--- src/rtl/vga_capture.sv ---
// VGA sync-stream capture: recovers pixel position and active video from hsync/vsync,
// measures line/frame timing and reports lock once it matches the configured mode.
module vga_capture #(
  parameter int H_ACTIVE    = 640,
  parameter int H_BP        = 48,
  parameter int H_SYNC      = 96,
  parameter int H_TOTAL     = 800,
  parameter int V_ACTIVE    = 480,
  parameter int V_BP        = 33,
  parameter int V_SYNC      = 2,
  parameter int V_TOTAL     = 525,
  parameter bit SYNC_POL    = 1'b0,
  parameter int LOCK_FRAMES = 2
) (
  input  logic        px_clk,
  input  logic        resetn,
  input  logic        hsync,
  input  logic        vsync,
  input  logic [2:0]  rgb,
  output logic [9:0]  x_px,
  output logic [9:0]  y_px,
  output logic        active,
  output logic [2:0]  rgb_o,
  output logic        locked,
  output logic        frame_done,
  output logic [18:0] lit_count,
  output logic [9:0]  h_meas,
  output logic [9:0]  v_meas,
  output logic        err,
  output logic [7:0]  err_cnt
);
  localparam logic [9:0] H0 = 10'(H_SYNC + H_BP);
  localparam logic [9:0] H1 = 10'(H_SYNC + H_BP + H_ACTIVE);
  localparam logic [9:0] V0 = 10'(V_SYNC + V_BP);
  localparam logic [9:0] V1 = 10'(V_SYNC + V_BP + V_ACTIVE);
  localparam logic [9:0] HT = 10'(H_TOTAL);
  localparam logic [9:0] VT = 10'(V_TOTAL);
  localparam int WD_LIM = 2 * H_TOTAL;
  localparam int WD_W   = $clog2(WD_LIM + 1);
  localparam int GW     = $clog2(LOCK_FRAMES + 1);
  localparam logic IDLE_LVL = ~SYNC_POL;

  typedef enum logic [1:0] {UNLOCKED, SEARCH, LOCKED} state_t;

  state_t            state;
  logic              s_hsync, s_vsync, s_hsync_d, s_vsync_d;
  logic [2:0]        s_rgb;
  logic [9:0]        h_cnt, v_cnt;
  logic [18:0]       lit_acc;
  logic              line_bad;
  logic [WD_W-1:0]   wd;
  logic [GW-1:0]     good;

  logic              h_edge, v_edge, line_ok, frame_ok, in_act, lit_inc, wd_exp;
  logic [9:0]        h_inc, v_inc, h_nxt, v_nxt;
  logic [18:0]       lit_sum;

  assign h_edge  = (s_hsync == SYNC_POL) && (s_hsync_d != SYNC_POL);
  assign v_edge  = (s_vsync == SYNC_POL) && (s_vsync_d != SYNC_POL);
  assign h_inc   = (h_cnt == 10'd1023) ? h_cnt : h_cnt + 10'd1;
  assign v_inc   = (v_cnt == 10'd1023) ? v_cnt : v_cnt + 10'd1;
  // Counters as they apply to the sample now sitting in s_*; outputs are derived from these.
  assign h_nxt   = h_edge ? 10'd0 : h_inc;
  assign v_nxt   = v_edge ? 10'd0 : (h_edge ? v_inc : v_cnt);
  assign in_act  = (h_nxt >= H0) && (h_nxt < H1) && (v_nxt >= V0) && (v_nxt < V1);
  assign lit_inc = in_act && (s_rgb != 3'd0);
  assign lit_sum = lit_acc + 19'(lit_inc);
  assign line_ok = (h_inc == HT);
  // A line closing on the same edge as the frame still belongs to the frame being judged.
  assign frame_ok = (v_inc == VT) && !line_bad && !(h_edge && !line_ok);
  assign wd_exp  = !h_edge && (wd == WD_W'(WD_LIM - 1));

  always_ff @(posedge px_clk) begin
    if (!resetn) begin
      s_hsync    <= IDLE_LVL;
      s_vsync    <= IDLE_LVL;
      s_hsync_d  <= IDLE_LVL;
      s_vsync_d  <= IDLE_LVL;
      s_rgb      <= '0;
      h_cnt      <= '0;
      v_cnt      <= '0;
      lit_acc    <= '0;
      line_bad   <= 1'b0;
      wd         <= '0;
      good       <= '0;
      state      <= UNLOCKED;
      x_px       <= '0;
      y_px       <= '0;
      active     <= 1'b0;
      rgb_o      <= '0;
      locked     <= 1'b0;
      frame_done <= 1'b0;
      lit_count  <= '0;
      h_meas     <= '0;
      v_meas     <= '0;
      err        <= 1'b0;
      err_cnt    <= '0;
    end else begin
      s_hsync   <= hsync;
      s_vsync   <= vsync;
      s_rgb     <= rgb;
      s_hsync_d <= s_hsync;
      s_vsync_d <= s_vsync;
      h_cnt     <= h_nxt;
      v_cnt     <= v_nxt;

      active     <= in_act;
      x_px       <= in_act ? h_nxt - H0 : 10'd0;
      y_px       <= in_act ? v_nxt - V0 : 10'd0;
      rgb_o      <= in_act ? s_rgb : 3'd0;
      frame_done <= v_edge;

      if (v_edge) begin
        lit_count <= lit_sum;
        lit_acc   <= '0;
        v_meas    <= v_inc;
      end else begin
        lit_acc   <= lit_sum;
      end
      if (h_edge) h_meas <= h_inc;

      if (v_edge) line_bad <= 1'b0;
      else if (h_edge && !line_ok) line_bad <= 1'b1;

      if (h_edge) wd <= '0;
      else if (wd != WD_W'(WD_LIM)) wd <= wd + WD_W'(1);

      err <= 1'b0;
      if (wd_exp) begin
        if (state == LOCKED) begin
          err <= 1'b1;
          if (err_cnt != 8'hFF) err_cnt <= err_cnt + 8'd1;
        end
        state  <= UNLOCKED;
        good   <= '0;
        locked <= 1'b0;
      end else begin
        case (state)
          UNLOCKED: if (v_edge) begin
            state <= SEARCH;
            good  <= '0;
          end
          SEARCH: if (v_edge) begin
            if (!frame_ok) good <= '0;
            else if (good == GW'(LOCK_FRAMES - 1)) begin
              state  <= LOCKED;
              locked <= 1'b1;
              good   <= '0;
            end else good <= good + GW'(1);
          end
          LOCKED: if ((h_edge && !line_ok) || (v_edge && !frame_ok)) begin
            err    <= 1'b1;
            if (err_cnt != 8'hFF) err_cnt <= err_cnt + 8'd1;
            state  <= SEARCH;
            good   <= '0;
            locked <= 1'b0;
          end
          default: state <= UNLOCKED;
        endcase
      end
    end
  end
endmodule

--- config.mk ---
export PLATFORM = sky130hd
export DESIGN_NAME = vga_capture
export DESIGN_NICKNAME = d
export VERILOG_FILES = /design/src/rtl/vga_capture.sv
export SDC_FILE = /design/constraint.sdc
export NUM_CORES = 1
export LEC_CHECK = 0
export ABC_AREA = 1
export BUFFER_PORTS_ARGS = -buffer_cell sky130_fd_sc_hd__buf_2
export CAP_MARGIN = 20
export CORE_MARGIN = 5
export CORE_UTILIZATION = 52
export DETAILED_ROUTE_END_ITERATION = 8
export PLACE_DENSITY = 0.78
export SETUP_SLACK_MARGIN = 0.02
export SYNTH_ARGS = -nofsm -noshare
export SYNTH_HDL_FRONTEND = slang
export SYNTH_SLANG_ARGS = --single-unit
--- constraint.sdc ---
create_clock -name px_clk -period 4.22 [get_ports px_clk]
set_clock_uncertainty 0.15 [all_clocks]
set_input_delay 0.422 -clock px_clk [delete_from_list [all_inputs] [get_ports px_clk]]
set_output_delay 0.422 -clock px_clk [all_outputs]
set_load 0.01 [all_outputs]
==> results.yml <==
run_status:
  outcome: "completed"
synthesis:
  synthFlopType: "dfxtp_1"
  yosysSeqAreaShare: 0.4449
  synth_nets: 840
  synth_edf_count: 0
  synth_top_area_share: 0.4449
  synth_common_cells: "168 x nand2_1, 136 x dfxtp_1, 101 x inv_1"
  synthAdderAreaFrac: 0.02045
  synthMuxAreaShare: 0
  synth_compound_area_frac: 0.08301
  yosys.area.top_type: "dfxtp_1"
  synthXorXnorAreaFrac: 0.03578
  ys_types: 40
  yosys_warnings: 0
  async_flop_share: 0
  synth.cell_area_mm2: 0.006120
  ys_top_cells_by_area: "dfxtp_1 44%, nand2_1 10%, nand3_1 6.3%, inv_1 6.2%, nor2_1 5.5%"
  synthCells: 823
  synth-simple-area-share: 0.3347
  synth_most_common_cell: "nand2_1"
  synth_top_family_by_area: "simple AND/OR/NAND/NOR gates"
  syn_area_per_cell_um2: 7.436
  ys_ff_latch: 136
clock_network:
  clock_path_buffers: 2
  clk_latency_ps: 420
  h-tree-depth: 4
  clock-sinks: 136
  cts_root_buf: "clkbuf_16"
  tritoncts: "yes"
  cts_buffers: 17
  clk_pin_slew_ps: 60
routing:
  wire_per_inst_um: 13.66
  vias: 5603
  wl_met3_um: 964
  met2_length_um: 6967
  dr.pass1.iters: 5
  totalWireLength_um: 14930
  drtIter0Drc: 331
  vias_per_cell: 5.126
  ant_nets: 0
  highest_layer: "met4"
  wl_met1_um: 6805
  drc_errors: 0
finish:
  n_antenna_cell: 0
  final_cell_area_mm2: 0.007606
  fin_nets: 955
  multi_input_area_mm2: 0.003049
  drive_gt1_frac: 0.2337
  seq_area_mm2: 0.002736
  nFillCells: 939
  areaGrowthSynthToFinish_pct: 24.29
  final_util: 0.6633
placement:
  dp_slack_ps: -75.23
  dp_hpwl_um: 10180
  place_area_mm2: 0.006788
  io_buffer_count: 80
  gp_congestion: 0.9779
floorplanning:
  die_y_um: 118.5
  fp.dieW_um: 118.5
  start_util: 0.5337
  die_area_mm2: 0.01404
  rows: 39
  num_io_pins: 81
  coreArea_mm2: 0.01147
worst_setup_path:
  max_stage_delay_ps: 360
  critPathBufInv: 5
  cp_max_fo: 4
  reg2reg_slack_ps: 180
  worstSetupStartpointType: "register"
  slowest_stage: "dfxtp_4"
  worstPathRequired_ps: 4420
  crit_family: "simple AND/OR/NAND/NOR gates"
  crit_type: "register to register"
  crit_path_end_kind: "register"
  crit_arrival_ps: 4240
timing:
  tightest_slew_ps: 991.4
  final_hold_viol_count: 0
  max_slew_margin: 0.3366
  fmax_mhz: 247.5
  setup_tns_ps: 0
  layout_setup_ws_ps: 178.8
  period_minus_slack_ps: 4041
  setup_viol: 0
  drv_slew: 0
  min_period_over_period: 0.9576
global_route:
  grt_pass1_vias: 5178
  grt_pass1_wl_um: 24420
  antenna_found_initial: 0
  grtUsageTotal: 0.2106
  gr-total-overflow: 0
  grt_max_degree: 43
power:
  p_leak_nw: 3.440
  p_per_area_mw_per_mm2: 390.6
  ir_worst_vdd_uv: 371.0
  p_total_mw: 2.971
run:
  maxCapViolations: 0
hold_path:
  hp-class: "input port to register"
-- report_power, final --
part	internal (mW)	switching, mW
clock network	0.893	0.528
logic	0.0763	0.153
registers	1.30	0.0152
-- state kept, by name, summed over array words and instances (netlist names), 2 cells and up --
register / flops
wd: 11
x_px: 10
h_meas: 10
lit_count: 19
s_rgb: 3
err_cnt: 8
v_meas: 10
good: 2
state: 2
rgb_o: 3
lit_acc: 19
v_cnt: 10
y_px: 10
h_cnt: 10
-- metal layers --
| layer | vias to the layer above | global-route usage |
|---|---|---|
| li1 | 2894 | - |
| met1 | 2536 | 0.2696 |
| met2 | 156 | 0.3376 |
| met3 | 17 | 0.07259 |
| met4 | 0 | 0.06308 |
| met5 | - | 0 |
-- cells in the final DEF, fill, tap and decap left out, types with 5 or more instances in the layout --
cell and instances:
a21oi_1 41, buf_2 80, buf_4 38, clkbuf_16 17, dfxtp_1 131, ha_1 5, inv_1 97, inv_2 5
nand2_1 165, nand2_2 11, nand3_1 73, nand3_2 7, nand3_4 5, nand4_1 26, nor2_1 84, nor2_2 11
nor2_4 11, nor3_1 15, o21ai_0 46, or2_2 7, xnor2_1 12, xor2_1 13
-- worst reg2reg max path, delay by kind of cell (launching register included) --
| family | cells | cell delay, ps |
|---|---|---|
| flops | 1 | 360 |
| buf+inv | 5 | 320 |
| simple gates | 18 | 2110 |
| xor+xnor | 1 | 170 |
| fa+ha+maj | 4 | 690 |
| compound gates | 1 | 120 |
-- worst paths after layout --
kind	cells after the start	start	to
hold / removal	2	hsync	s_hsync$_SDFF_PN1_
setup reg to reg	29	v_cnt[1]$_SDFF_PN0_	lit_count[18]$_SDFFE_PN0P_
setup / recovery	29	v_cnt[1]$_SDFF_PN0_	lit_count[18]$_SDFFE_PN0P_
hold reg to reg	2	s_vsync$_SDFF_PN1_	s_vsync_d$_SDFF_PN1_
-- area by class of cell --
class / instances / area share
Clock buffer: 23 / 0.06152
Clock inverter: 8 / 0.01283
Inverter: 104 / 0.05132
Multi-Input combinational cell: 561 / 0.4009
Sequential cell: 136 / 0.3598
Tap cell: 143 / 0.02352
Timing Repair Buffer: 118 / 0.09015
-- metrics by stage --
| step | hold WS (ps) | std cells |
|---|---|---|
| floorplan | 241.7 | 823 |
| global placement | 252.8 | 1050 |
| detailed placement | 257.2 | 1050 |
| CTS | 27.93 | 1081 |
| global route | 35.41 | 1093 |
| finish | 39.55 | 1093 |
-- cells by family after synthesis --
family / count (synthesis)
and+or+nand+nor: 428
xor gates and xnor gates: 25
buffers and inverters: 126
AOI/OAI and AO/OA: 98
DFF: 136
adders and majority gates: 10
-- what timing repair did --
item / CTS / global route
hold buffers: 0 / 0
gates cloned: 0 / 0
resized for setup: 4 / 42
pin swaps: 0 / 21
setup buffers: 0 / 12
setup endpoints to repair: 9 / 21
Power figures use the tool's default switching activity.
